### src/rtl/fpu_share_arbiter_if.sv
// Bundle between client requesters, the shared-FPU arbiter and the FPU itself.
// The slave modport is the arbiter's view; master is the clients-plus-FPU side.
interface fpu_share_arbiter_if #(
  parameter int REG_SIZE = 32,
  parameter int OP_BITS  = 2,
  parameter int NREQ     = 4
);
  logic [NREQ-1:0]                req_valid;
  logic [NREQ-1:0][OP_BITS-1:0]   req_op;
  logic [NREQ-1:0][REG_SIZE-1:0]  req_a;
  logic [NREQ-1:0][REG_SIZE-1:0]  req_b;
  logic [NREQ-1:0]                req_ack;
  logic [NREQ-1:0]                rsp_valid;
  logic [REG_SIZE-1:0]            rsp_res;
  logic                           rsp_err;
  logic [5:0]                     rsp_cycles;
  logic                           busy;
  logic                           fpu_start;
  logic [OP_BITS-1:0]             fpu_operation;
  logic [REG_SIZE-1:0]            fpu_inpA;
  logic [REG_SIZE-1:0]            fpu_inpB;
  logic [REG_SIZE-1:0]            fpu_res;
  logic                           fpu_ready;

  modport slave (
    input  req_valid, req_op, req_a, req_b, fpu_res, fpu_ready,
    output req_ack, rsp_valid, rsp_res, rsp_err, rsp_cycles, busy,
           fpu_start, fpu_operation, fpu_inpA, fpu_inpB
  );

  modport master (
    output req_valid, req_op, req_a, req_b, fpu_res, fpu_ready,
    input  req_ack, rsp_valid, rsp_res, rsp_err, rsp_cycles, busy,
           fpu_start, fpu_operation, fpu_inpA, fpu_inpB
  );
endinterface

### src/rtl/fpu_share_arbiter.sv
// Round-robin sharing of one start/ready FPU among NREQ clients, with a
// WAIT-cycle counter and timeout abort. Every output comes straight from a flop.
module fpu_share_arbiter #(
  parameter int REG_SIZE = 32,
  parameter int OP_BITS  = 2,
  parameter int NREQ     = 4,
  parameter int TIMEOUT  = 63
) (
  input  logic               clk,
  input  logic               rst_n,
  fpu_share_arbiter_if.slave bus
);
  localparam int IW = $clog2(NREQ);

  typedef enum logic [1:0] {IDLE, ISSUE, WAIT, RESP} state_t;

  state_t              state_q, state_d;
  logic [IW-1:0]       ptr_q, ptr_d, win_q, win_d;
  logic [OP_BITS-1:0]  op_q, op_d;
  logic [REG_SIZE-1:0] a_q, a_d, b_q, b_d, res_q, res_d;
  logic [NREQ-1:0]     ack_q, ack_d, rspv_q, rspv_d;
  logic [5:0]          cnt_q, cnt_d, cyc_q, cyc_d, cnt_inc;
  logic                start_q, start_d, err_q, err_d, busy_q, busy_d, ready_q;
  logic                found, rise;
  logic [IW-1:0]       pick, idx;

  // First requester strictly after the pointer, wrapping around.
  always_comb begin
    found = 1'b0;
    pick  = ptr_q;
    idx   = '0;
    for (int j = 1; j <= NREQ; j++) begin
      idx = IW'((int'(ptr_q) + j) % NREQ);
      if (!found && bus.req_valid[idx]) begin
        found = 1'b1;
        pick  = idx;
      end
    end
  end

  assign rise    = bus.fpu_ready & ~ready_q;
  assign cnt_inc = (cnt_q == 6'd63) ? cnt_q : cnt_q + 6'd1;

  always_comb begin
    state_d = state_q;
    ptr_d   = ptr_q;
    win_d   = win_q;
    op_d    = op_q;
    a_d     = a_q;
    b_d     = b_q;
    res_d   = res_q;
    err_d   = err_q;
    cyc_d   = cyc_q;
    cnt_d   = cnt_q;
    ack_d   = '0;
    rspv_d  = '0;
    start_d = 1'b0;
    case (state_q)
      IDLE: if (found) begin
        win_d      = pick;
        ptr_d      = pick;
        op_d       = bus.req_op[pick];
        a_d        = bus.req_a[pick];
        b_d        = bus.req_b[pick];
        start_d    = 1'b1;
        ack_d[pick] = 1'b1;
        state_d    = ISSUE;
      end
      ISSUE: begin
        cnt_d   = '0;
        state_d = WAIT;
      end
      WAIT: begin
        cnt_d = cnt_inc;
        // A ready edge beats a coincident timeout.
        if (rise) begin
          res_d         = bus.fpu_res;
          err_d         = 1'b0;
          cyc_d         = cnt_inc;
          rspv_d[win_q] = 1'b1;
          state_d       = RESP;
        end else if (cnt_inc >= 6'(TIMEOUT)) begin
          res_d         = '0;
          err_d         = 1'b1;
          cyc_d         = cnt_inc;
          rspv_d[win_q] = 1'b1;
          state_d       = RESP;
        end
      end
      RESP:    state_d = IDLE;
      default: state_d = IDLE;
    endcase
    busy_d = (state_d != IDLE);
  end

  always_ff @(posedge clk or negedge rst_n) begin
    if (!rst_n) begin
      state_q <= IDLE;
      ptr_q   <= IW'(NREQ - 1);
      win_q   <= '0;
      op_q    <= '0;
      a_q     <= '0;
      b_q     <= '0;
      res_q   <= '0;
      err_q   <= 1'b0;
      cyc_q   <= '0;
      cnt_q   <= '0;
      ack_q   <= '0;
      rspv_q  <= '0;
      start_q <= 1'b0;
      busy_q  <= 1'b0;
      ready_q <= 1'b0;
    end else begin
      state_q <= state_d;
      ptr_q   <= ptr_d;
      win_q   <= win_d;
      op_q    <= op_d;
      a_q     <= a_d;
      b_q     <= b_d;
      res_q   <= res_d;
      err_q   <= err_d;
      cyc_q   <= cyc_d;
      cnt_q   <= cnt_d;
      ack_q   <= ack_d;
      rspv_q  <= rspv_d;
      start_q <= start_d;
      busy_q  <= busy_d;
      ready_q <= bus.fpu_ready;
    end
  end

  assign bus.req_ack       = ack_q;
  assign bus.rsp_valid     = rspv_q;
  assign bus.rsp_res       = res_q;
  assign bus.rsp_err       = err_q;
  assign bus.rsp_cycles    = cyc_q;
  assign bus.busy          = busy_q;
  assign bus.fpu_start     = start_q;
  assign bus.fpu_operation = op_q;
  assign bus.fpu_inpA      = a_q;
  assign bus.fpu_inpB      = b_q;
endmodule

### src/flat_wrapper.sv
// flat-port wrapper written by rule: the top's interface ports become plain ports
module fpu_share_arbiter_flat 
#(
  parameter int REG_SIZE = 32,
  parameter int OP_BITS  = 2,
  parameter int NREQ     = 4,
  parameter int TIMEOUT  = 63
)
  (clk, rst_n, bus_req_valid, bus_req_op, bus_req_a, bus_req_b, bus_fpu_res, bus_fpu_ready, bus_req_ack, bus_rsp_valid, bus_rsp_res, bus_rsp_err, bus_rsp_cycles, bus_busy, bus_fpu_start, bus_fpu_operation, bus_fpu_inpA, bus_fpu_inpB);
  fpu_share_arbiter_if #(.REG_SIZE(REG_SIZE), .OP_BITS(OP_BITS), .NREQ(NREQ)) bus_i ();
  input  logic clk;
  input  logic rst_n;
  input wire logic [$bits(bus_i.req_valid)-1:0] bus_req_valid;
  input wire logic [$bits(bus_i.req_op)-1:0] bus_req_op;
  input wire logic [$bits(bus_i.req_a)-1:0] bus_req_a;
  input wire logic [$bits(bus_i.req_b)-1:0] bus_req_b;
  input wire logic [$bits(bus_i.fpu_res)-1:0] bus_fpu_res;
  input wire logic [$bits(bus_i.fpu_ready)-1:0] bus_fpu_ready;
  output wire logic [$bits(bus_i.req_ack)-1:0] bus_req_ack;
  output wire logic [$bits(bus_i.rsp_valid)-1:0] bus_rsp_valid;
  output wire logic [$bits(bus_i.rsp_res)-1:0] bus_rsp_res;
  output wire logic [$bits(bus_i.rsp_err)-1:0] bus_rsp_err;
  output wire logic [$bits(bus_i.rsp_cycles)-1:0] bus_rsp_cycles;
  output wire logic [$bits(bus_i.busy)-1:0] bus_busy;
  output wire logic [$bits(bus_i.fpu_start)-1:0] bus_fpu_start;
  output wire logic [$bits(bus_i.fpu_operation)-1:0] bus_fpu_operation;
  output wire logic [$bits(bus_i.fpu_inpA)-1:0] bus_fpu_inpA;
  output wire logic [$bits(bus_i.fpu_inpB)-1:0] bus_fpu_inpB;
  assign bus_i.req_valid = bus_req_valid;
  assign bus_i.req_op = bus_req_op;
  assign bus_i.req_a = bus_req_a;
  assign bus_i.req_b = bus_req_b;
  assign bus_i.fpu_res = bus_fpu_res;
  assign bus_i.fpu_ready = bus_fpu_ready;
  assign bus_req_ack = bus_i.req_ack;
  assign bus_rsp_valid = bus_i.rsp_valid;
  assign bus_rsp_res = bus_i.rsp_res;
  assign bus_rsp_err = bus_i.rsp_err;
  assign bus_rsp_cycles = bus_i.rsp_cycles;
  assign bus_busy = bus_i.busy;
  assign bus_fpu_start = bus_i.fpu_start;
  assign bus_fpu_operation = bus_i.fpu_operation;
  assign bus_fpu_inpA = bus_i.fpu_inpA;
  assign bus_fpu_inpB = bus_i.fpu_inpB;
  fpu_share_arbiter #(.REG_SIZE(REG_SIZE), .OP_BITS(OP_BITS), .NREQ(NREQ), .TIMEOUT(TIMEOUT)) u_core (.clk(clk), .rst_n(rst_n), .bus(bus_i));
endmodule
### config.mk
export PLATFORM = sky130hd
export DESIGN_NAME = fpu_share_arbiter_flat
export DESIGN_NICKNAME = d
export VERILOG_FILES = /design/src/rtl/fpu_share_arbiter_if.sv /design/src/rtl/fpu_share_arbiter.sv /design/src/flat_wrapper.sv
export SDC_FILE = /design/constraint.sdc
export NUM_CORES = 1
export LEC_CHECK = 0
export CORE_AREA = 2 2 160 162
export CTS_BUF_LIST = sky130_fd_sc_hd__clkbuf_8 sky130_fd_sc_hd__clkbuf_16
export CTS_CLUSTER_DIAMETER = 50
export DETAILED_ROUTE_END_ITERATION = 10
export DIE_AREA = 0 0 162 164
export HOLD_SLACK_MARGIN = 0.03
export PLACE_DENSITY = 0.58
export REMOVE_ABC_BUFFERS = 1
export SLEW_MARGIN = 20
export SYNTH_ARGS = -nofsm -noshare
export SYNTH_HDL_FRONTEND = slang
export SYNTH_SLANG_ARGS = --single-unit
### constraint.sdc
create_clock -name clk -period 4.3 [get_ports clk]
set_input_delay 0.86 -clock clk [delete_from_list [all_inputs] [get_ports clk]]
set_output_delay 0.86 -clock clk [all_outputs]
set_load 0.005 [all_outputs]
### Word level (Yosys, flattened, before mapping)

Cells that the tools add are included.

* add/sub/neg operators: 5
* order comparisons: 9
* eq/ne operators: 4
* multiplexer cells: 45
* bitwise logic cells: 2
* reduce and logical (&&, ||, !) cells: 14

Operator list (number)
* binary-select mux 32 bit (select 2 bit): 2
* 2-to-1 mux 32 bit: 4
* 2-to-1 mux 4 bit: 5
* < comparator 2 x 3 -> 1 bit, second input constant: 6
* 2-to-1 mux 6 bit: 3
* 2-to-1 mux 2 bit: 8
* 2-to-1 mux 1 bit: 14
* one-hot mux 6 bit (2 select lines): 1
* binary-select mux 1 bit (select 2 bit): 4
* one-hot mux 2 bit (4 select lines): 1
* adder 6 x 1 -> 6 bit, second input constant: 1
* equality test 6 bit, second input constant: 1
* greater-or-equal comparator 6 bit, second input constant: 1
* nonzero test 2 bit: 3
* logical AND 1 bit: 5
* adder 2 x 1 -> 2 bit, second input constant: 2
* adder 2 bit, second input constant: 2
* binary-select mux 2 bit (select 2 bit): 1
* demux 1 bit (select 2 bit): 2
* equality test 2 bit, second input constant: 2
* greater-or-equal comparator 2 x 1 -> 1 bit, second input constant: 2
* AND reduction 2 bit: 2
* zero test 1 bit: 3
* equality test 2 x 1 -> 1 bit, second input constant: 1
* 3 further kinds: 3

* flip-flop bits (word level): 128
* input bits: 303
* output and inout port bits: 115
* logic and storage cells: 94

### Depth between registers and ports, before layout

Gate-level depths: netlist of run 1.

* depth in word-level cells: 19
* mapped depth: 8
* gate-level depth less buffers: 6

### Least setup slack after synthesis of run 1

Ideal clock, no wire load.

* kind: input -> register
* start point: in bus_req_valid[2]
* end point: reg u_core.a_q[10], in the netlist u_core.bus.fpu_inpA[10]
* setup time: 0.138 ns
* arrival time: 2.162 ns
* required time: 4.162 ns
* slack: 2.001 ns
* stages on the path: 7
* buffers on the path: 2
* cells stage by stage: or4_1 nand2_2 inv_2 nand2_2 buf_2 buf_4 o221ai_1

* word-level cells in the longest chain between the ends: 14
* elaborated cells between the ends (all ways): 25
* those cells by class: mux: 18; reduce/logical: 7

Ends and longest elaborated chain
* start: declaration: line flat_wrapper.sv:13 `input wire logic [$bits(bus_i.req_valid)-1:0] bus_req_valid;`
* binary-select mux 1 bit (select 2 bit): line fpu_share_arbiter.sv:34 `if (!found && bus.req_valid[idx]) begin`
* 2-to-1 mux 1 bit (implied by the code): line fpu_share_arbiter.sv:34
* 2-to-1 mux 1 bit: line fpu_share_arbiter.sv:34
* zero test 1 bit: line fpu_share_arbiter.sv:34
* logical AND 1 bit: line fpu_share_arbiter.sv:34
* 2-to-1 mux 1 bit: line fpu_share_arbiter.sv:34
* zero test 1 bit: line fpu_share_arbiter.sv:34
* logical AND 1 bit: line fpu_share_arbiter.sv:34
* 2-to-1 mux 1 bit: line fpu_share_arbiter.sv:34
* zero test 1 bit: line fpu_share_arbiter.sv:34
* logical AND 1 bit: line fpu_share_arbiter.sv:34
* 2-to-1 mux 2 bit: line fpu_share_arbiter.sv:34
* binary-select mux 32 bit (select 2 bit): line fpu_share_arbiter.sv:63 `a_d = bus.req_a[pick];`
* 2-to-1 mux 32 bit (implied by the code): line fpu_share_arbiter.sv:63
* end signal: assignment: line fpu_share_arbiter.sv:102 `a_q <= '0;`
* end signal: assignment: line fpu_share_arbiter.sv:118 `a_q <= a_d;`
* end: declaration: line fpu_share_arbiter.sv:20 `logic [REG_SIZE-1:0] a_q, a_d, b_q, b_d, res_q, res_d;`

Parallel ways exist; a longest one is shown, timed or not. The select of a mux whose other input is x is not followed.
A chain may end at the register's enable or synchronous reset.

### Worst setup path in the final report of run 1

* start point: in bus_req_valid[3]
* end point: reg u_core.a_q[18], in the netlist u_core.bus.fpu_inpA[18]

The elaborated chain is that of the path after synthesis.

==> impl_results.md, run 1 <==
* Status: finished clean
* FF-to-FF Start: u_core.cnt_q[0]
* PD cells at 614 nW/um^2
* Hold path start: u_core.bus.fpu_inpA[8]
* CTS Hold Bufs at 0
* Netlist cell types at 44
* PortBufs at 417
* Worst Path Arrival at 3.19 ns
* Util after Layout at 47.6%
* WL/cell at 19.4 um
* Hold Violations, Final at 0
* Top_reg_cell synth: dfrtp_1
* First-pass GRT wire length at 39,000 um
* Met2 routed WL at 13,400 um
* Async set-reset flop share out of synthesis at 100%
* Starting Density at 27.0%
* Peak Freq at 345 MHz
* Final setup viols at 0
* Setup tns final at 0 ns
* Die Width at 162 um
* Post CTS Setup Buffer Count at 0
* DPL Wire Length at 20,300 um
* M1 wire length at 11,400 um
* CTS root buf: clkbuf_16
* Part of the Yosys area used for sequential elements at 47.8%
* RD Place Congestion at 0.820
* Synth top area cells: dfrtp_1 (47%), mux2i_1 (20%), o221ai_1 (9.0%)
* Initial antenna violation count at 0
* Crit Path Max Fanout at 28
* Clock latency on the worst-skew pair at 0.42 ns
* EDFF count, synth at 0
* CP required at 4.59 ns
* Via count of the routed design at 6,514
* Max Clock Skew at 0.0150 ns
* Largest net degree at the start of global routing at 99
* Worst Hold Class: flip-flop to flip-flop
* # Max-Cap Violations at 0
* Multi-input gate area at 3190 um^2
* Post-CTS Resized at 0
* Final worst slack at 1.40 ns
* First-pass detailed-route iteration total at 5
* Place WS at 0.973 ns
* Mean Syn Cell Area at 10.4 um^2
* Placed Cells at 1,357
* Tot GR Track Use at 19.4%
* Crit path kind: input pin to flip-flop
* Final instance area at 11,800 um^2
* DRT Wirelength at 27,000 um
* Max-slew violation count at 0
* Metal3 WL at 1730 um
* Hold slack at 0.482 ns
* Pleak at 5.01 nW
* Critical path endpoint category: flip-flop
* Die Y at 164 um
* Final antenna-violating net count at 0
* CTS clk-pin slew, worst paths at 0.07 ns
* Mapped Area at 6710 um^2
* Nets at 1,352
* Final worst-path cycle share at 67.5%
* Rel. slew slack at 39.0%
* Area Overhead vs Synth at 76.2%
* Final Power at 7.25 mW
* Crit path time final at 2.90 ns
* Core ar. at 24,800 um^2
* Share of the synthesized area in the top cell type at 47.0%
* Post-DP Area at 11,200 um^2
* Commonest cells in the synthesized netlist: nand2_1 (140), mux2i_1 (133), dfrtp_1 (126)
* Top sig layer: met4
* DR vias/cell at 4.68
* Filler cell count at 2,359
* Register area at 3210 um^2
* I/O Pins at 418
* Maximum vdd ir drop at 364 uV
* Layout cells sized above 1 at 6.23%
* Total global routing overflow at 0
* Synth Register Bits at 128
* Area leader, netlist: dfrtp_1
* Fin cells at 1,391
* Count leader, synth: nand2_1
* CP Launch Point: bus_req_valid[3]
* Warnings, synthesis at 0
* RSZ-0062 raised after global routing: false
* H-tree depth at 4
* DRC at 0
* Initial drt markers at 442
* Max Root-Sink Buffers at 2
* Row Count at 58
* Die ar. at 26,600 um^2
* CTS tree: built
* Vias in the first global route at 6,393
* Slew @ Worst Pin at 0.914 ns
* CP Launch Type: input pin
* Cells after synthesis at 646
* CTS Buf Count at 17
* CTS sink cnt at 128
cells in the final DEF, fill, tap and decap left out, drive strengths merged, types with 3 or more instances in the layout:
cell type,count
clkdlybuf4s50,416
nand2,142
mux2i,133
dfrtp,126
o221ai,69
o21ai,39
inv,18
clkbuf,17
buf,17
nor2,15
a21oi,12
nor3,5
or2,4
and3,4
nand3b,3
ha,3
bufinv,3
clkinvlp,3
nand3,3
mux2,3
worst paths after layout:
kind | cells after the start | end | slack [ns]
worst max register to register | 7 | u_core.bus.rsp_cycles[0] | 1.44
min in group asynchronous | 1 | u_core.bus.rsp_cycles[0] | 0.54
max in group asynchronous | 2 | u_core.bus.fpu_inpB[21] | 2.92
worst min-delay path | 2 | u_core.bus.fpu_inpA[8] | 0.48
worst max-delay path | 6 | u_core.bus.fpu_inpA[18] | 1.40
worst min register to register | 2 | u_core.bus.fpu_inpA[8] | 0.48
registers in the layout, summed over array words and instances (netlist names):
name / flops
u_core.bus.busy: 1
u_core.bus.fpu_inpA: 32
u_core.bus.fpu_inpB: 32
u_core.bus.fpu_operation: 2
u_core.bus.fpu_start: 1
u_core.bus.req_ack: 4
u_core.bus.rsp_cycles: 6
u_core.bus.rsp_err: 1
u_core.bus.rsp_res: 32
u_core.bus.rsp_valid: 4
u_core.cnt_q: 6
u_core.ptr_q: 2
u_core.ready_q: 1
u_core.state_q: 2
u_core.win_q: 2
critical path: stages:
cell and delay [ns]:
clkdlybuf4s50_1 0.54, mux2i_1 0.14, o221ai_4 0.56, buf_4 0.55
mux2i_1 0.36, o221ai_1 0.15
power breakdown:
| part | internal, mW | leakage, nW | switching, mW |
|---|---|---|---|
| Sequential | 1.75 | 1.60 | 0.318 |
| Combinational | 1.96 | 3.11 | 1.67 |
| Clock | 0.933 | 0.300 | 0.619 |
| Total | 4.64 | 5.01 | 2.61 |
cell type report:
type | instances | area share (%)
Antenna cell | 2 | 0.0424
Clock buffer | 17 | 3.60
Clock inverter | 15 | 1.66
Inverter | 9 | 0.286
Multi-Input combinational cell | 457 | 27.0
Sequential cell | 128 | 27.1
Tap cell | 330 | 3.49
Timing Repair Buffer | 433 | 36.8
logic make-up (layout without fill, tap and decap cells):
kind of cell	Yosys count	count (layout)	share of synthesized area, %
AND/OR/NAND/NOR	184	184	11.5
multiplexers	136	136	20.4
AO/OA/AOI/OAI	131	131	14.4
flip-flops	128	128	47.8
buffers and inverters	61	474	4.92
adder cells (fa/ha/maj)	3	3	0.560
XOR/XNOR	3	3	0.392
other	0	2	0
routing by layer:
layer | track usage [%] | vias to the layer above
li1 | - | 3156
met1 | 25.1 | 3078
met2 | 32.3 | 250
met3 | 4.12 | 30
met4 | 6.72 | 0
met5 | 0 | -
Power figures use the tool's default switching activity.
==> run 2, diff against run 1 <==
Clock period 4.3 ns to 2.9 ns, I/O delays scaled along.
==> impl_results.md, run 2 (synthesis results as in run 1) <==
* CTS Buf Count at 17
* Max Root-Sink Buffers at 2
* Tot GR Track Use at 20.0%
* Die ar. at 26,600 um^2
* DRC at 0
* FF-to-FF Start: u_core.cnt_q[0]
* Die Width at 162 um
* CTS Hold Bufs at 0
* Family with the most delay on the worst path: compound AO/OA/AOI/OAI gates
* Core ar. at 24,800 um^2
* CP Launch Type: flip-flop
* Worst Hold Class: input pin to async pin
* Crit path buf inv count at 1
* Peak Freq at 398 MHz
* RR Endpoint: u_core.bus.rsp_valid[1]
* Total global routing overflow at 0
* Final worst slack at 0.390 ns
* Initial drt markers at 330
* Slew @ Worst Pin at 0.549 ns
* I/O Pins at 418
* Nets at 1,361
* CP Cell Sequence: ha_1 > nand2_1 > a211o_1 > a2111oi_4 > buf_4 > nor2_2 > nor3b_1
* Place WS at 0.260 ns
* Clock latency on the worst-skew pair at 0.42 ns
* Setup tns final at 0 ns
* Hold Violations, Final at 0
* Most frequent cells in the layout: clkdlybuf4s50_1 (416), nand2_1 (140), mux2i_1 (133)
* CTS clk-pin slew, worst paths at 0.07 ns
* Initial antenna violation count at 1
* Max-slew violation count at 0
* CTS root buf: clkbuf_16
* DR vias/cell at 4.72
* Layout cells sized above 1 at 7.02%
* Crit Path Max Fanout at 39
* Row Count at 58
* Filler cell count at 2,367
* Final setup viols at 0
* CTS tree: built
* Final Power at 10.9 mW
* Pleak at 5.07 nW
* Crit path kind: flip-flop to flip-flop
* Post-CTS Resized at 0
* RD Place Congestion at 0.865
* Critical path endpoint category: flip-flop
* Most common cell after layout, fill and taps aside: clkdlybuf4s50_1
* DRT Wirelength at 27,600 um
* Die Y at 164 um
* Worst path max stage delay at 0.52 ns
* Final antenna-violating net count at 0
* Hold slack at 0.106 ns
* Starting Density at 27.0%
* Status: finished clean
* Largest net degree at the start of global routing at 55
* H-tree depth at 4
* Maximum vdd ir drop at 448 uV
* PortBufs at 417
* Crit path time final at 2.51 ns
* PD cells at 911 nW/um^2
* First-pass detailed-route iteration total at 5
* Slowest CP cell: dfrtp_1
* # Max-Cap Violations at 0
* Post CTS Setup Buffer Count at 0
* Area Overhead vs Synth at 77.8%
* RSZ-0062 raised after global routing: false
* Worst R2R Path Depth at 7
* WL/cell at 19.7 um
* First-pass GRT wire length at 40,400 um
* Final worst-path cycle share at 86.6%
* Rel. slew slack at 63.4%
* CTS sink cnt at 128
* Vias in the first global route at 6,594
* Worst Path Arrival at 2.84 ns
* CP required at 3.23 ns
* Via count of the routed design at 6,617
* DPL Wire Length at 20,600 um
* R2R Setup Slk at 0.39 ns
* Max Clock Skew at 0.0129 ns
## run 2: cell count changes in the layout (fill, tap and decap cells not counted), moves of 2 or more
cell      delta
buf_12       +4
buf_4        +5
inv_6        -2
clkinv_4     +5
inv_8        -3
## run 2: worst max-delay path by stage
stage	from	end	slack, ns	cells past startpoint
3_5_place_dp	bus_req_valid[1]	u_core.bus.fpu_inpA[22]	0.26	7
6_report	u_core.cnt_q[0]	u_core.bus.rsp_valid[1]	0.39	7
4_1_cts	u_core.cnt_q[0]	u_core.bus.rsp_cycles[4]	0.39	7
3_3_place_gp	bus_req_valid[3]	u_core.bus.fpu_inpA[22]	0.25	7
5_1_grt	u_core.cnt_q[0]	u_core.bus.rsp_valid[1]	0.19	7
2_1_floorplan	bus_req_valid[3]	u_core.bus.fpu_inpA[0]	-8.43	4
## run 2: layout make-up
class / instances / area (um^2) / share of cell area (%)
sequential: 128 / 3210 / 26.9
tap: 330 / 413 / 3.46
timing repair buffer: 442 / 4460 / 37.4
inverter: 9 / 33.8 / 0.283
multi-input combinational: 457 / 3190 / 26.8
clock buffer: 17 / 425 / 3.57
antenna: 3 / 7.51 / 0.0629
clock inverter: 15 / 186 / 1.56
## run 2: metal layers
metal	wire length, um	GRT usage, %	vias to the layer above
met1	11700	25.3	3153
li1	-	-	3177
met2	13600	33.3	261
met4	403	6.32	0
met5	0	0	-
met3	1870	5.25	26
## run 2: worst register-to-register path: stages (launching register included)
cell and delay (ns):
dfrtp_1 0.52, ha_1 0.37, nand2_1 0.16, a211o_1 0.34
a2111oi_4 0.34, buf_4 0.42, nor2_2 0.09, nor3b_1 0.19
## run 2: metrics by stage
stage	area (um^2)	utilization [%]	instances
2_1_floorplan	6410	-	594
3_3_place_gp	11300	45.6	1366
3_5_place_dp	11300	45.6	1366
4_1_cts	11900	48.0	1398
5_1_grt	11900	48.0	1398
6_report	11900	48.1	1401
## run 2: power by group
part | switching [mW] | internal [mW] | leakage (nW)
Sequential | 0.472 | 2.60 | 1.60
Combinational | 2.50 | 3.03 | 3.17
Clock | 0.906 | 1.37 | 0.297
